File: src/rtl/dm_load_unit_pkg.sv
// Shared load-type encodings and alignment helper for the data-memory load path.
// Load-type codes sit alongside the store-path STOREwhb codes.
package dm_load_unit_pkg;

  localparam logic [2:0] LOADtype_LW  = 3'b000;
  localparam logic [2:0] LOADtype_LH  = 3'b001;
  localparam logic [2:0] LOADtype_LHU = 3'b010;
  localparam logic [2:0] LOADtype_LB  = 3'b011;
  localparam logic [2:0] LOADtype_LBU = 3'b100;

  // Undefined codes fall through to the word check, matching their LW behaviour.
  function automatic logic load_misaligned(input logic [2:0] ltype, input logic [1:0] addr);
    logic mis;
    case (ltype)
      LOADtype_LH, LOADtype_LHU: mis = addr[0];
      LOADtype_LB, LOADtype_LBU: mis = 1'b0;
      default:                   mis = (addr != 2'b00);
    endcase
    return mis;
  endfunction

endpackage

File: src/rtl/dm_load_unit_if.sv
// Request/response and memory read-port bundle for the load unit.
interface dm_load_unit_if #(
  parameter int unsigned ADDR_W = 9
) ();

  logic              req_valid;
  logic              req_ready;
  logic [ADDR_W-1:0] req_addr;
  logic [2:0]        req_type;
  logic              mem_rd;
  logic [ADDR_W-1:0] mem_addr;
  logic [31:0]       mem_dout;
  logic              rsp_valid;
  logic              rsp_ready;
  logic [31:0]       rsp_data;
  logic              rsp_err;

  modport slave (
    input  req_valid, req_addr, req_type, mem_dout, rsp_ready,
    output req_ready, mem_rd, mem_addr, rsp_valid, rsp_data, rsp_err
  );

  modport master (
    output req_valid, req_addr, req_type, mem_dout, rsp_ready,
    input  req_ready, mem_rd, mem_addr, rsp_valid, rsp_data, rsp_err
  );

endinterface

File: src/rtl/dm_load_unit_extract.sv
// Little-endian byte/halfword/word selection with sign or zero extension.
// Purely combinational so the single-cycle datapath can reuse it.
module load_extract
  import dm_load_unit_pkg::*;
(
  input  logic [31:0] word,
  input  logic [1:0]  addr,
  input  logic [2:0]  ltype,
  output logic [31:0] data
);

  logic [15:0] half;
  logic [7:0]  bsel;

  always_comb begin
    half = addr[1] ? word[31:16] : word[15:0];
    unique case (addr)
      2'd0: bsel = word[7:0];
      2'd1: bsel = word[15:8];
      2'd2: bsel = word[23:16];
      2'd3: bsel = word[31:24];
      default: bsel = word[7:0];
    endcase

    case (ltype)
      LOADtype_LH:  data = {{16{half[15]}}, half};
      LOADtype_LHU: data = {16'h0000, half};
      LOADtype_LB:  data = {{24{bsel[7]}}, bsel};
      LOADtype_LBU: data = {24'h000000, bsel};
      default:      data = word;
    endcase
  end

endmodule

File: src/rtl/dm_load_unit.sv
// Load unit: accepts a byte-addressed load, reads the aligned word after RD_LAT wait
// cycles, and returns the extended result over a valid/ready response.
module dm_load_unit
  import dm_load_unit_pkg::*;
#(
  parameter int unsigned ADDR_W = 9,
  parameter int unsigned RD_LAT = 0
) (
  input logic            clk,
  input logic            rst,
  input logic            flush,
  dm_load_unit_if.slave  bus
);

  typedef enum logic [1:0] {StIdle, StWait, StDone} state_e;

  localparam logic [3:0] LatInit = 4'(RD_LAT);

  state_e            state_q, state_d;
  logic [3:0]        cnt_q, cnt_d;
  logic [ADDR_W-1:0] addr_q, addr_d;
  logic [2:0]        type_q, type_d;
  logic [31:0]       data_q, data_d;
  logic              err_q, err_d;
  logic [31:0]       ext_data;

  load_extract u_extract (
    .word  (bus.mem_dout),
    .addr  (addr_q[1:0]),
    .ltype (type_q),
    .data  (ext_data)
  );

  always_ff @(posedge clk or posedge rst) begin
    if (rst) begin
      state_q <= StIdle;
      cnt_q   <= '0;
      addr_q  <= '0;
      type_q  <= '0;
      data_q  <= '0;
      err_q   <= 1'b0;
    end else begin
      state_q <= state_d;
      cnt_q   <= cnt_d;
      addr_q  <= addr_d;
      type_q  <= type_d;
      data_q  <= data_d;
      err_q   <= err_d;
    end
  end

  always_comb begin
    state_d = state_q;
    cnt_d   = cnt_q;
    addr_d  = addr_q;
    type_d  = type_q;
    data_d  = data_q;
    err_d   = err_q;

    // flush wins over any handshake in the same cycle
    if (flush) begin
      state_d = StIdle;
    end else begin
      unique case (state_q)
        StIdle: begin
          if (bus.req_valid) begin
            addr_d = bus.req_addr;
            type_d = bus.req_type;
            if (load_misaligned(bus.req_type, bus.req_addr[1:0])) begin
              state_d = StDone;
              err_d   = 1'b1;
              data_d  = '0;
            end else begin
              state_d = StWait;
              cnt_d   = LatInit;
            end
          end
        end
        StWait: begin
          if (cnt_q != 4'd0) begin
            cnt_d = cnt_q - 4'd1;
          end else begin
            data_d  = ext_data;
            err_d   = 1'b0;
            state_d = StDone;
          end
        end
        StDone: begin
          if (bus.rsp_ready) state_d = StIdle;
        end
        default: state_d = StIdle;
      endcase
    end
  end

  always_comb begin
    bus.req_ready = (state_q == StIdle);
    bus.mem_rd    = (state_q == StWait);
    bus.mem_addr  = {addr_q[ADDR_W-1:2], 2'b00};
    bus.rsp_valid = (state_q == StDone);
    bus.rsp_data  = data_q;
    bus.rsp_err   = err_q;
  end

endmodule

File: src/flat_wrapper.sv
// flat-port wrapper written by rule: the top's interface ports become plain ports
module dm_load_unit_flat import dm_load_unit_pkg::*;
#(
  parameter int unsigned ADDR_W = 9,
  parameter int unsigned RD_LAT = 0
)
  (clk, rst, flush, bus_req_valid, bus_req_addr, bus_req_type, bus_mem_dout, bus_rsp_ready, bus_req_ready, bus_mem_rd, bus_mem_addr, bus_rsp_valid, bus_rsp_data, bus_rsp_err);
  dm_load_unit_if #(.ADDR_W(ADDR_W)) bus_i ();
  input logic clk;
  input logic rst;
  input logic flush;
  input wire logic [$bits(bus_i.req_valid)-1:0] bus_req_valid;
  input wire logic [$bits(bus_i.req_addr)-1:0] bus_req_addr;
  input wire logic [$bits(bus_i.req_type)-1:0] bus_req_type;
  input wire logic [$bits(bus_i.mem_dout)-1:0] bus_mem_dout;
  input wire logic [$bits(bus_i.rsp_ready)-1:0] bus_rsp_ready;
  output wire logic [$bits(bus_i.req_ready)-1:0] bus_req_ready;
  output wire logic [$bits(bus_i.mem_rd)-1:0] bus_mem_rd;
  output wire logic [$bits(bus_i.mem_addr)-1:0] bus_mem_addr;
  output wire logic [$bits(bus_i.rsp_valid)-1:0] bus_rsp_valid;
  output wire logic [$bits(bus_i.rsp_data)-1:0] bus_rsp_data;
  output wire logic [$bits(bus_i.rsp_err)-1:0] bus_rsp_err;
  assign bus_i.req_valid = bus_req_valid;
  assign bus_i.req_addr = bus_req_addr;
  assign bus_i.req_type = bus_req_type;
  assign bus_i.mem_dout = bus_mem_dout;
  assign bus_i.rsp_ready = bus_rsp_ready;
  assign bus_req_ready = bus_i.req_ready;
  assign bus_mem_rd = bus_i.mem_rd;
  assign bus_mem_addr = bus_i.mem_addr;
  assign bus_rsp_valid = bus_i.rsp_valid;
  assign bus_rsp_data = bus_i.rsp_data;
  assign bus_rsp_err = bus_i.rsp_err;
  dm_load_unit #(.ADDR_W(ADDR_W), .RD_LAT(RD_LAT)) u_core (.clk(clk), .rst(rst), .flush(flush), .bus(bus_i));
endmodule
File: config.mk
export PLATFORM = sky130hd
export DESIGN_NAME = dm_load_unit_flat
export DESIGN_NICKNAME = d
export VERILOG_FILES = /design/src/rtl/dm_load_unit_pkg.sv /design/src/rtl/dm_load_unit_if.sv /design/src/rtl/dm_load_unit_extract.sv /design/src/rtl/dm_load_unit.sv /design/src/flat_wrapper.sv
export SDC_FILE = /design/constraint.sdc
export NUM_CORES = 1
export LEC_CHECK = 0
export ABC_CLOCK_PERIOD_IN_PS = 2700
export CAP_MARGIN = 20
export CELL_PAD_IN_SITES_DETAIL_PLACEMENT = 0
export CELL_PAD_IN_SITES_GLOBAL_PLACEMENT = 1
export CORE_MARGIN = 1
export CORE_UTILIZATION = 41
export CTS_BUF_LIST = sky130_fd_sc_hd__clkbuf_8
export CTS_CLUSTER_DIAMETER = 40
export DETAILED_ROUTE_END_ITERATION = 10
export PLACE_DENSITY = 0.86
export SLEW_MARGIN = 0
export SYNTH_ARGS = -nofsm -noshare
export SYNTH_HDL_FRONTEND = slang
export SYNTH_HIERARCHICAL = 1
export SYNTH_SLANG_ARGS = --single-unit
File: constraint.sdc
create_clock -name clk -period 2.7 [get_ports clk]
set_clock_uncertainty 0.05 [all_clocks]
set_input_delay 0.27 -clock clk [delete_from_list [all_inputs] [get_ports clk]]
set_output_delay 0.27 -clock clk [all_outputs]
set_load 0.05 [all_outputs]
=== Word level (Yosys, flattened, before mapping) ===
Index checks and enable logic that the tools add are counted.
Widths: inputs -> output; s select.

* Add/subtract/negate cells: 1
* Equal/unequal tests: 21
* Muxes and demuxes: 25
* Bitwise gates (word level): 1
* Reduce and logical (&&, ||, !) cells: 11

{| class="wikitable"
|+ Operators by type and width
! cell !! number
|-
| $pmux 32 s4 || 1
|-
| $mux 32 || 3
|-
| $pmux 32 s2 || 1
|-
| $pmux 8 s4 || 1
|-
| $mux 16 || 1
|-
| $eq 3x2->1 const B || 4
|-
| $mux 4 || 3
|-
| $mux 2 || 5
|-
| $reduce_and 5->1 || 2
|-
| $ne 3x3->1 const B || 3
|-
| $pmux 4 s2 || 1
|-
| $eq 2x2->1 const B || 3
|-
| $eq 3x1->1 const B || 2
|-
| $eq 3x3->1 const B || 2
|-
| $mux 1 || 6
|-
| $ne 2x2->1 const B || 3
|-
| $pmux 2 s3 || 1
|-
| $reduce_and 3->1 || 2
|-
| $eq 2x1->1 const B || 2
|-
| $logic_not 2->1 || 2
|-
| $ne 2x1->1 const B || 2
|-
| $pmux 1 s2 || 2
|-
| $reduce_bool 2->1 || 2
|-
| $reduce_bool 4->1 || 1
|-
| 3 further kinds || 4
|}

* Register bits: 51
* Input bits: 49
* Output and inout bits: 45
* Word-level logic and storage cells: 65

=== Depth between registers and ports, before layout ===
Gate-level depths: netlist (run 1).

* Depth after elaboration: 10
* Gate-level depth with buffers: 8
* Mapped depth without buffers: 6

=== By module ===
The synthesis (run 1) kept the hierarchy.

{| class="wikitable"
|+ Modules (own cells, without submodules)
! module !! times used !! cells an instance !! area an instance (µm²) !! sequential area each (µm²)
|-
| dm_load_unit || 1 || 228 || 2416.1 || 1276.2
|-
| load_extract || 1 || 123 || 1036.0 || 0.0
|}

=== Worst setup path before layout (run 1) ===
Ideal clock, no wire load.

* Kind: flip-flop to flip-flop
* Start point: reg u_core.addr_q[1]
* End point: reg u_core.data_q[0], in the netlist u_core/bus.rsp_data[0]
* Library setup time: 0.130 ns
* Arrival: 1.644 ns
* Data required time: 2.520 ns
* Setup slack: 0.876 ns
* Cell stages (with the launch flop): 7
* Path buffers: 1
* Period minus slack after synthesis: 1.824 ns
* Cells stage by stage: dfrtp_1 buf_6 mux4_2 a21boi_1 a221o_1 a22oi_1 o21ai_0

* Word-level cells in the longest chain between the ends: 5
* Elaborated cells between the ends (all ways): 9
* Those cells by class: eq/ne: 3; mux: 5; reduce/logical: 1

{| class="wikitable"
|+ Ends and longest elaborated chain
! item !! RTL line !! source
|-
| from (decl) || dm_load_unit.sv:21 || <nowiki>logic [ADDR_W-1:0] addr_q, addr_d;</nowiki>
|-
| from (signal assigned) || dm_load_unit.sv:45 || <nowiki>addr_q <= addr_d;</nowiki>
|-
| $eq 2x2->1 (tied with other cells) || dm_load_unit_extract.sv:17 || <nowiki>unique case (addr)</nowiki>
|-
| $pmux 8 s4 || dm_load_unit_extract.sv:17 ||
|-
| $pmux 32 s4 * || dm_load_unit_extract.sv:25 || <nowiki>case (ltype)</nowiki>
|-
| named net u_core.ext_data[0] || dm_load_unit.sv:25 || <nowiki>logic [31:0] ext_data;</nowiki>
|-
| $mux 32 * || dm_load_unit.sv:80 || <nowiki>if (cnt_q != 4'd0) begin</nowiki>
|-
| $pmux 32 s2 * || dm_load_unit.sv:64 || <nowiki>unique case (state_q)</nowiki>
|-
| to (signal assigned) || dm_load_unit.sv:47 || <nowiki>data_q <= data_d;</nowiki>
|-
| to (decl) || dm_load_unit.sv:23 || <nowiki>logic [31:0] data_q, data_d;</nowiki>
|}

The timed path passes the listed nets; every way through them passes the cells marked *. The select of a mux whose other input is x is not followed.
A chain may end at the register's enable or synchronous reset.

=== Worst setup path after layout (run 1) ===
Same ends and word-level chain as after synthesis.

==> impl_results.md, run 1 <==
- Maxcap violations: 0
- Row cnt: 33
- Clk slew on worst S/H paths: 90 ps
- Post-route setup TNS: 0 ps
- Share of layout cells above drive strength 1: 0.117
- Gr ovfl total: 0
- Worst Max-Slew Pin Slew: between 600 and 700 ps
- Nets: 470
- Placed Instance Area: between 4000 and 5000 sq um
- Io pins: 94
- 1st-iter DRT viols: approximately 210
- Warnings, synthesis: 6
- Worst reg2reg path startpoint: u_core/addr_q[1]$_DFFE_PP0P_
- Reg-to-reg endpoint: u_core/bus.rsp_data[0]$_DFFE_PP0P_
- Hold Crit Class: in -> async
- Fmax: 466 MHz
- RSZ-0062 raised after global routing: no
- Ys async rst share: 1.00
- Grt met1 use: 0.300
- Routed Antenna Nets: 0
- Cell Area, Synth: roughly 3500 sq um
- Later-pin clock latency in the skew report: 300 ps
- Final setup viols: 0
- DIE WIDTH: between 90 and 100 um
- Final Cycle Share: 0.795
- Syn-to-layout area delta: 28.2%
- Post-route DRC: 0
- Num Clock Sinks: between 50 and 60
- Die area: between 8000 and 9000 sq um
- Number of global-route vias before repair: a little under 3000
- Worst R2R Setup Slack: ~550 ps
- WL final: 9170 um
- CTS tree: built
- Max IR drop VDD: just over 400 uV
- Leading cell type in the layout, fill and taps excluded: clkdlybuf4s50_1
- Starting Density: 0.422
- Critical Path AT: about 2300 ps
- Main synth FF type: dfrtp_1
- Crit path time final: 2150 ps
- Postcts setup bufs: 0
- Leak pwr: approximately 1.8 nW
- Port bufs: between 90 and 100
- Synth unique cells: 53
- Design area: 4430 sq um
- Slew Limit Headroom: 0.554
- Core region area: between 8000 and 9000 sq um
- Post-cts resize count: 0
- PD cells: roughly 1100 nW/um^2
- GR Layer Usage met2: 0.359
- Initial antenna violation count: 0
- CP max FO: 12
- Gr busiest metal: met2
- Max clock buf depth: 2
- Critical setup path kind: reg -> reg
- H-Tree Depth: 2
- First-pass GRT wire length: 15000 um
- Syn avg cell area: about 10 sq um
- Seq/Total Area, Yosys: 0.370
- All-Layer GR Usage: 0.221
- Routed wire per std cell: between 15 and 20 um
- Crit start category: flip-flop
- Hold Buf Count CTS: 0
- Synthesized instance count: between 300 and 400
- EDFF count, synth: 0
- Register-to-Register Path Depth: 6
- Gpl congestion: about 0.90
- CP endpoint kind: flip-flop
- Met3 Usage GRT: 0.0372
- Final Hold Vio Count: 0
- Total CTS buffers: 5
- CTS root buf: clkbuf_8
- CP startpoint: u_core/addr_q[1]$_DFFE_PP0P_
- Routed vias: 3046
- Most frequent cells in the layout: clkdlybuf4s50_1, dfrtp_1, nand2_1, a22oi_1, o21ai_0
- Antenna Cells: 0
- Worst Path Required: ~2800 ps
- Largest net degree at the start of global routing: between 50 and 60
- Drt first pass iters: 5
- Post-DR vias/cell: just under 6
- Run status: completed
- Die Y: roughly 94 um
- #FFs+latches synth: between 50 and 60
- DP HPWL: approximately 6400 um
- Count of final max-slew check failures: 0
-- worst max-delay path by stage --
stage / end / slack [ps]
final: u_core/bus.rsp_data[0]$_DFFE_PP0P_ / 550
after global routing: u_core/bus.rsp_data[1]$_DFFE_PP0P_ / 430
after CTS: u_core/bus.rsp_data[0]$_DFFE_PP0P_ / 540
after detailed placement: u_core/bus.rsp_data[11]$_DFFE_PP0P_ / 550
after global placement: u_core/bus.rsp_data[9]$_DFFE_PP0P_ / 570
after floorplan: u_core/bus.rsp_data[0]$_DFFE_PP0P_ / 880
-- power by group --
part	internal, W	switching, W	leakage [nW]
sequential	0.00108	0.000297	0.560
clock	0.000231	0.000246	0.0557
combinational	0.00124	0.00195	1.17
total	0.00255	0.00249	1.79
-- layer usage --
metal,up-vias,routed length [um],share of wire
met1,1482,3980,0.43
met2,121,4370,0.48
met3,12,645,0.070
met4,0,175,0.019
li1,1431,-,-
met5,-,0,0
-- registers in the layout, indices dropped and copies added, names as in the netlist --
register	count
u_core/addr_q	9
u_core/state_q	2
u_core/type_q	3
u_core/cnt_q	4
u_core/bus.rsp_data	32
u_core/bus.rsp_err	1
-- final cells by class --
cell class | instances | area (sq um)
fillers | 783 | 3750
multi-input cells | 251 | 1890
flip-flops and latches | 51 | 1280
repair buffers | 100 | 991
well taps | 105 | 131
clock buffers | 7 | 96.3
inverters | 10 | 37.5
clock inverters | 1 | 3.75
-- synth_stat cells (2+ instances only) --
library cell	instances	area (sq um)
a221o_1	8	80.1
nor2b_1	10	62.6
mux4_2	8	180
nand3_1	2	10.0
nor2_1	13	48.8
nand3b_1	4	30.0
o21ai_1	7	35.0
buf_6	6	67.6
a21boi_1	5	37.5
ha_1	2	25.0
a21boi_0	3	22.5
clkbuf_1	9	33.8
inv_1	9	33.8
buf_1	2	7.51
buf_2	8	40.0
a22oi_1	32	240
or2b_1	8	60.1
o31ai_1	8	60.1
or3_1	2	12.5
o2bb2ai_1	16	140
nand2_1	34	128
dfrtp_1	51	1280
mux2i_1	3	30.0
clkbuf_2	4	20.0
nor3b_1	2	15.0
nand2b_1	5	31.3
o21ai_0	26	130
a211oi_1	8	60.1
o211ai_1	2	15.0
mux2_2	13	146
buf_4	11	82.6
o22ai_1	8	50.1
or2_2	2	12.5
-- stage by stage --
step	util	instances	setup WS [ps]	power [W]	hold WS (ps)
6_report	0.541	525	554	0.00504	396
5_1_grt	0.541	525	432	0.00537	465
4_1_cts	0.541	525	544	0.00507	437
3_5_place_dp	0.529	517	549	0.00459	433
3_3_place_gp	0.529	517	573	0.00454	418
2_1_floorplan	-	352	876	0.00370	372
-- logic make-up (layout without fill, tap and decap cells) --
kind of cell | Yosys count | count (layout) | synth area share
other | 1 | 2 | 0.00109
buffers and inverters | 50 | 118 | 0.0837
AO/OA/AOI/OAI | 128 | 128 | 0.272
adder cells (fa/ha/maj) | 2 | 2 | 0.00725
AND/OR/NAND/NOR | 92 | 92 | 0.149
XOR/XNOR | 2 | 2 | 0.0105
flip-flops | 51 | 51 | 0.370
multiplexers | 25 | 25 | 0.107
-- worst max-delay path, stage by stage, from the launching register on --
cell and delay (ps):
dfrtp_1 600, buf_12 200, mux4_2 490, a21boi_1 140, a221o_1 290, a22oi_1 150
o21ai_0 110
Note: power is estimated with default switching activity, not from simulation.
==> run 2: changes to the inputs <==
ABC_CLOCK_PERIOD_IN_PS = 2170   (was 2700)
CORE_UTILIZATION = 38   (was 41)
PLACE_DENSITY = 0.81   (was 0.86)
clock period = 2.17 ns   (was 2.7 ns; I/O delays follow)
==> impl_results.md, run 2 (synthesis results as in run 1) <==
- Crit path time final: 2090 ps
- Largest net degree at the start of global routing: 35 (was 52)
- Leading cell type in the layout, fill and taps excluded: clkdlybuf4s50_1 (unchanged)
- Routed Antenna Nets: 0 (unchanged)
- Later-pin clock latency in the skew report: 310 ps (was 300 ps)
- DP HPWL: 7100 um (was 6420 um)
- Worst R2R Setup Slack: 190 ps (was 550 ps)
- Final Hold Vio Count: 0 (unchanged)
- Fmax: roughly 480 MHz
- Max IR drop VDD: 433 uV (was 409 uV)
- RSZ-0062 raised after global routing: no (unchanged)
- DIE WIDTH: 97.3 um (was 93.8 um)
- H-Tree Depth: 2 (unchanged)
- Gpl congestion: 0.872 (was 0.903)
- Routed wire per std cell: 18.1 um (was 17.5 um)
- Final setup viols: 0 (unchanged)
- Starting Density: 0.394 (was 0.422)
- Final Cycle Share: 0.962
- Gr ovfl total: 0 (unchanged)
- Hold Crit Class: in -> async (unchanged)
- CP max FO: 4 (was 12)
- Critical setup path kind: reg -> out (was reg -> reg)
- CTS tree: built (unchanged)
- CP cell instances: nand2b_2 -> inv_1 -> clkdlybuf4s50_1 (was buf_12 -> mux4_2 -> a21boi_1 -> a221o_1 -> a22oi_1 -> o21ai_0)
- Nets: 482 (was 470)
- CP max stage delay: 800 ps (was 600 ps)
- Layout Cells excl Fill: 540 (was 525)
- Postcts setup bufs: 0 (unchanged)
- Leak pwr: 1.86 nW (was 1.79 nW)
- Min Hold Slack: 177 ps (was 396 ps)
- Clk slew on worst S/H paths: 90 ps (about the same)
- Antenna Cells: 0 (unchanged)
- Count of final max-slew check failures: 0 (unchanged)
- Max reg flops: 32 (unchanged)
- CP endpoint kind: output port (was flip-flop)
- Post-route DRC: 0 (unchanged)
- Num Clock Sinks: 51 (unchanged)
- Worst reg2reg path startpoint: u_core/addr_q[1]$_DFFE_PP0P_ (unchanged)
- Slew Limit Headroom: 0.642 (was 0.554)
- Fill cells: 827 (was 783)
- Placed cells: 532 (was 517)
- Drt first pass iters: 5 (unchanged)
- WL final: 9750 um (was 9170 um)
- Worst Max-Slew Pin Slew: 536 ps (was 669 ps)
- Hold Buf Count CTS: 0 (unchanged)
- Die area: 9470 sq um (was 8790 sq um)
- Post-DR vias/cell: 5.86 (was 5.80)
- Initial antenna violation count: 0 (unchanged)
- Worst Path Required: 1900 ps (was 2820 ps)
- Critical Path AT: 1820 ps (was 2270 ps)
- Placed Instance Area: 4460 sq um (was 4330 sq um)
- Die Y: 97.3 um (was 93.8 um)
- Io pins: 94 (unchanged)
- CP max stage cell: clkdlybuf4s50_1 (was dfrtp_1)
- Share of layout cells above drive strength 1: 0.141 (was 0.117)
- Row cnt: 34 (was 33)
- Reg-to-reg endpoint: u_core/bus.rsp_data[4]$_DFFE_PP0P_ (was u_core/bus.rsp_data[0]$_DFFE_PP0P_)
- Crit start category: flip-flop (unchanged)
- Core region area: 8760 sq um (was 8180 sq um)
- Routed vias: 3167 (was 3046)
- Design area: 4560 sq um (was 4430 sq um)
- Register-to-Register Path Depth: 6 (unchanged)
- Max clock buf depth: 2 (unchanged)
- Maxcap violations: 0 (unchanged)
- First-pass GRT wire length: 15900 um (was 15000 um)
- 1st-iter DRT viols: 191 (was 208)
- Total CTS buffers: 5 (unchanged)
- Number of global-route vias before repair: 3111 (was 2938)
- Most frequent cells in the layout: clkdlybuf4s50_1, dfrtp_1, nand2_1, a22oi_1, o21ai_0 (unchanged)
- Post-cts resize count: 0 (unchanged)
- PD cells: 1430 nW/um^2 (was 1140 nW/um^2)
- Post-route setup TNS: 0 ps (unchanged)
- Run status: completed (unchanged)
- Port bufs: 91 (unchanged)
- Syn-to-layout area delta: 32.0% (was 28.2%)
- All-Layer GR Usage: 0.210 (was 0.221)
- CTS root buf: clkbuf_8 (unchanged)
-- run 2: worst max-delay path by stage --
stage	startpoint	endpoint	slack (ps)	depth (start not counted)
4_1_cts	u_core/state_q[1]$_DFFE_PP0P_	bus_mem_rd	70	3
2_1_floorplan	u_core/addr_q[1]$_DFFE_PP0P_	u_core/bus.rsp_data[0]$_DFFE_PP0P_	350	6
3_5_place_dp	bus_mem_dout[15]	u_core/bus.rsp_data[10]$_DFFE_PP0P_	70	6
3_3_place_gp	bus_mem_dout[31]	u_core/bus.rsp_data[9]$_DFFE_PP0P_	150	6
5_1_grt	u_core/state_q[1]$_DFFE_PP0P_	bus_mem_rd	20	3
6_report	u_core/state_q[1]$_DFFE_PP0P_	bus_mem_rd	80	3
-- run 2: per-stage QoR --
stage | utilization | total power [W] | worst slack [ps]
final | 0.520 | 0.00653 | 81.6
after global routing | 0.520 | 0.00692 | 22.9
after CTS | 0.520 | 0.00657 | 65.5
after detailed placement | 0.509 | 0.00595 | 73.9
after global placement | 0.509 | 0.00587 | 148
after floorplan | - | 0.00461 | 346
-- run 2: final cells by class --
class                      count  area (sq um)  area share
multi-input combinational    251          1890       0.415
sequential                    51          1280       0.280
timing repair buffer         112          1120       0.245
tap                          108           135      0.0296
clock buffer                   7          96.3      0.0211
inverter                      10          37.5     0.00823
clock inverter                 1          3.75    0.000823
-- run 2: where the power goes --
| part | leakage [nW] | switching (W) | internal (W) | total (W) |
|---|---|---|---|---|
| clock | 0.0557 | 0.000324 | 0.000287 | 0.000611 |
| combinational | 1.24 | 0.00256 | 0.00164 | 0.00420 |
| sequential | 0.560 | 0.000354 | 0.00136 | 0.00172 |
| total | 1.86 | 0.00324 | 0.00329 | 0.00653 |
-- run 2: critical path, delay by kind of cell (launching register included) --
family | cells | cell delay [ps]
DFF | 1 | 410
and+or+nand+nor | 1 | 210
buffers and inverters | 2 | 880
-- run 2: layer usage --
layer / part of all wire / track usage / up-vias
li1: - / - / 1454
met1: 0.43 / 0.274 / 1573
met2: 0.50 / 0.353 / 126
met3: 0.058 / 0.0381 / 14
met4: 0.017 / 0.0713 / 0
met5: 0 / 0 / -
==> run 3: changes to the inputs <==
PLACE_DENSITY = default   (was 0.81)
PLACE_DENSITY_LB_ADDON = 0.3   (was default)
RECOVER_POWER = 50   (was default)
==> impl_results.md, run 3 (synthesis results as in run 1) <==
- Row cnt: 34 (unchanged)
- Fill cells: 838 (was 827)
- Worst Path Required: 2310 ps (was 1900 ps)
- Max IR drop VDD: 579 uV (was 433 uV)
- Antenna Cells: 0 (unchanged)
- Postcts setup bufs: 0 (unchanged)
- CTS tree: built (unchanged)
- Leak pwr: 1.82 nW (was 1.86 nW)
- Final Cycle Share: 0.924 (was 0.962)
- CTS root buf: clkbuf_8 (unchanged)
- Hold Buf Count CTS: 0 (unchanged)
- DIE WIDTH: 97.3 um (unchanged)
- Critical setup path kind: reg -> reg (was reg -> out)
- Number of global-route vias before repair: 3041 (was 3111)
- Share of layout cells above drive strength 1: 0.132 (was 0.141)
- Maxcap violations: 0 (unchanged)
- Num Clock Sinks: 51 (unchanged)
- Io pins: 94 (unchanged)
- Post-cts resize count: 0 (unchanged)
- RSZ-0062 raised after global routing: no (unchanged)
- Port bufs: 91 (unchanged)
- 1st-iter DRT viols: 168 (was 191)
- Clk slew on worst S/H paths: 90 ps (about the same)
- Nets: 481 (was 482)
- CP max FO: 13 (was 4)
- All-Layer GR Usage: 0.207 (was 0.210)
- Die area: 9470 sq um (unchanged)
- Final Hold Vio Count: 0 (unchanged)
- Initial antenna violation count: 0 (unchanged)
- PD cells: 1440 nW/um^2 (was 1430 nW/um^2)
- Leading cell type in the layout, fill and taps excluded: clkdlybuf4s50_1 (unchanged)
- Crit path time final: 2000 ps (was 2090 ps)
- Core region area: 8760 sq um (unchanged)
- Routed vias: 3060 (was 3167)
- Fin util: 0.514 (was 0.520)
- Max reg flops: 32 (unchanged)
- Total CTS buffers: 5 (unchanged)
- DP HPWL: 6830 um (was 7100 um)
- Count of final max-slew check failures: 0 (unchanged)
- Slew Limit Headroom: 0.121 (was 0.642)
- Largest net degree at the start of global routing: 52 (was 35)
- Post-DR vias/cell: 5.68 (was 5.86)
- Critical Path AT: 2140 ps (was 1820 ps)
- Post-route setup TNS: 0 ps (unchanged)
- Later-pin clock latency in the skew report: 300 ps (was 310 ps)
- Gpl congestion: 0.813 (was 0.872)
- First-pass GRT wire length: 15700 um (was 15900 um)
- Routed wire per std cell: 17.9 um (was 18.1 um)
- H-Tree Depth: 2 (unchanged)
- Hold Crit Class: reg -> reg (was in -> async)
- Gr ovfl total: 0 (unchanged)
- Post-route DRC: 0 (unchanged)
- Max clock buf depth: 2 (unchanged)
- Drt first pass iters: 5 (unchanged)
- Run status: completed (unchanged)
- Min Hold Slack: 456 ps (was 177 ps)
- WL final: 9630 um (was 9750 um)
- Fmax: 499 MHz (was 479 MHz)
- Die Y: 97.3 um (unchanged)
- Starting Density: 0.394 (unchanged)
- CP endpoint kind: flip-flop (was output port)
- Routed Antenna Nets: 0 (unchanged)
- Crit start category: flip-flop (unchanged)
- Syn-to-layout area delta: 30.5% (was 32.0%)
- Most frequent cells in the layout: clkdlybuf4s50_1, dfrtp_1, nand2_1, a22oi_1, o21ai_0 (unchanged)
- Final setup viols: 0 (unchanged)
- Worst Max-Slew Pin Slew: 1320 ps (was 536 ps)
run 3: changes by cell type in the layout (fill, tap and decap cells not counted), sizes merged:
cell / previous run / this run
clkinv: 0 / 1
clkdlybuf4s50: 91 / 87
dlygate4sd3: 0 / 2
clkbuf: 7 / 11
inv: 11 / 10
buf: 21 / 18
run 3: critical path, cell delays in order, from the launching register on:
cell	delay, ps
dfrtp_1	410
or2_0	420
nor2_2	600
mux2_2	410
run 3: final cells by class:
| type | count | area, sq um | area share |
|---|---|---|---|
| repair buffers | 111 | 1080 | 0.240 |
| flip-flops and latches | 51 | 1280 | 0.283 |
| multi-input cells | 251 | 1880 | 0.417 |
| well taps | 108 | 135 | 0.0300 |
| inverters | 10 | 37.5 | 0.00833 |
| clock buffers | 7 | 96.3 | 0.0214 |
| clock inverters | 1 | 3.75 | 0.000833 |
run 3: power by group:
group / switching [W] / total (W) / internal, W
Clock: 0.000316 / 0.000604 / 0.000287
Sequential: 0.000359 / 0.00172 / 0.00136
Combinational: 0.00253 / 0.00415 / 0.00162
Total: 0.00321 / 0.00647 / 0.00326
run 3: final timing paths:
kind                                               start                                   to  slack (ps)  depth (start not counted)
min                          u_core/cnt_q[1]$_DFFE_PP0P_          u_core/cnt_q[1]$_DFFE_PP0P_         460                          1
max reg2reg                u_core/state_q[1]$_DFFE_PP0P_         u_core/type_q[1]$_DFFE_PP0P_         170                          3
max                        u_core/state_q[1]$_DFFE_PP0P_         u_core/type_q[1]$_DFFE_PP0P_         170                          3
min reg2reg                  u_core/cnt_q[1]$_DFFE_PP0P_          u_core/cnt_q[1]$_DFFE_PP0P_         460                          1
max in group asynchronous                            rst  u_core/bus.rsp_data[26]$_DFFE_PP0P_         550                          3
min in group asynchronous                            rst  u_core/bus.rsp_data[11]$_DFFE_PP0P_         740                          3
run 3: per-stage QoR:
| step | total power, W | instances | cell area [sq um] | worst slack [ps] |
|---|---|---|---|---|
| 2_1_floorplan | 0.00461 | 352 | 3460 | 346 |
| 3_3_place_gp | 0.00586 | 531 | 4450 | 147 |
| 3_5_place_dp | 0.00592 | 531 | 4450 | 93.2 |
| 4_1_cts | 0.00654 | 539 | 4550 | 176 |
| 5_1_grt | 0.00688 | 539 | 4510 | 48.2 |
| 6_report | 0.00647 | 539 | 4510 | 165 |
run 3: per-layer routing:
| metal | vias up | GRT usage | share of wire |
|---|---|---|---|
| met3 | 7 | 0.0381 | 0.065 |
| met1 | 1493 | 0.274 | 0.42 |
| met4 | 0 | 0.0486 | 0.0074 |
| met2 | 111 | 0.350 | 0.51 |
| li1 | 1449 | - | - |
| met5 | - | 0 | 0 |
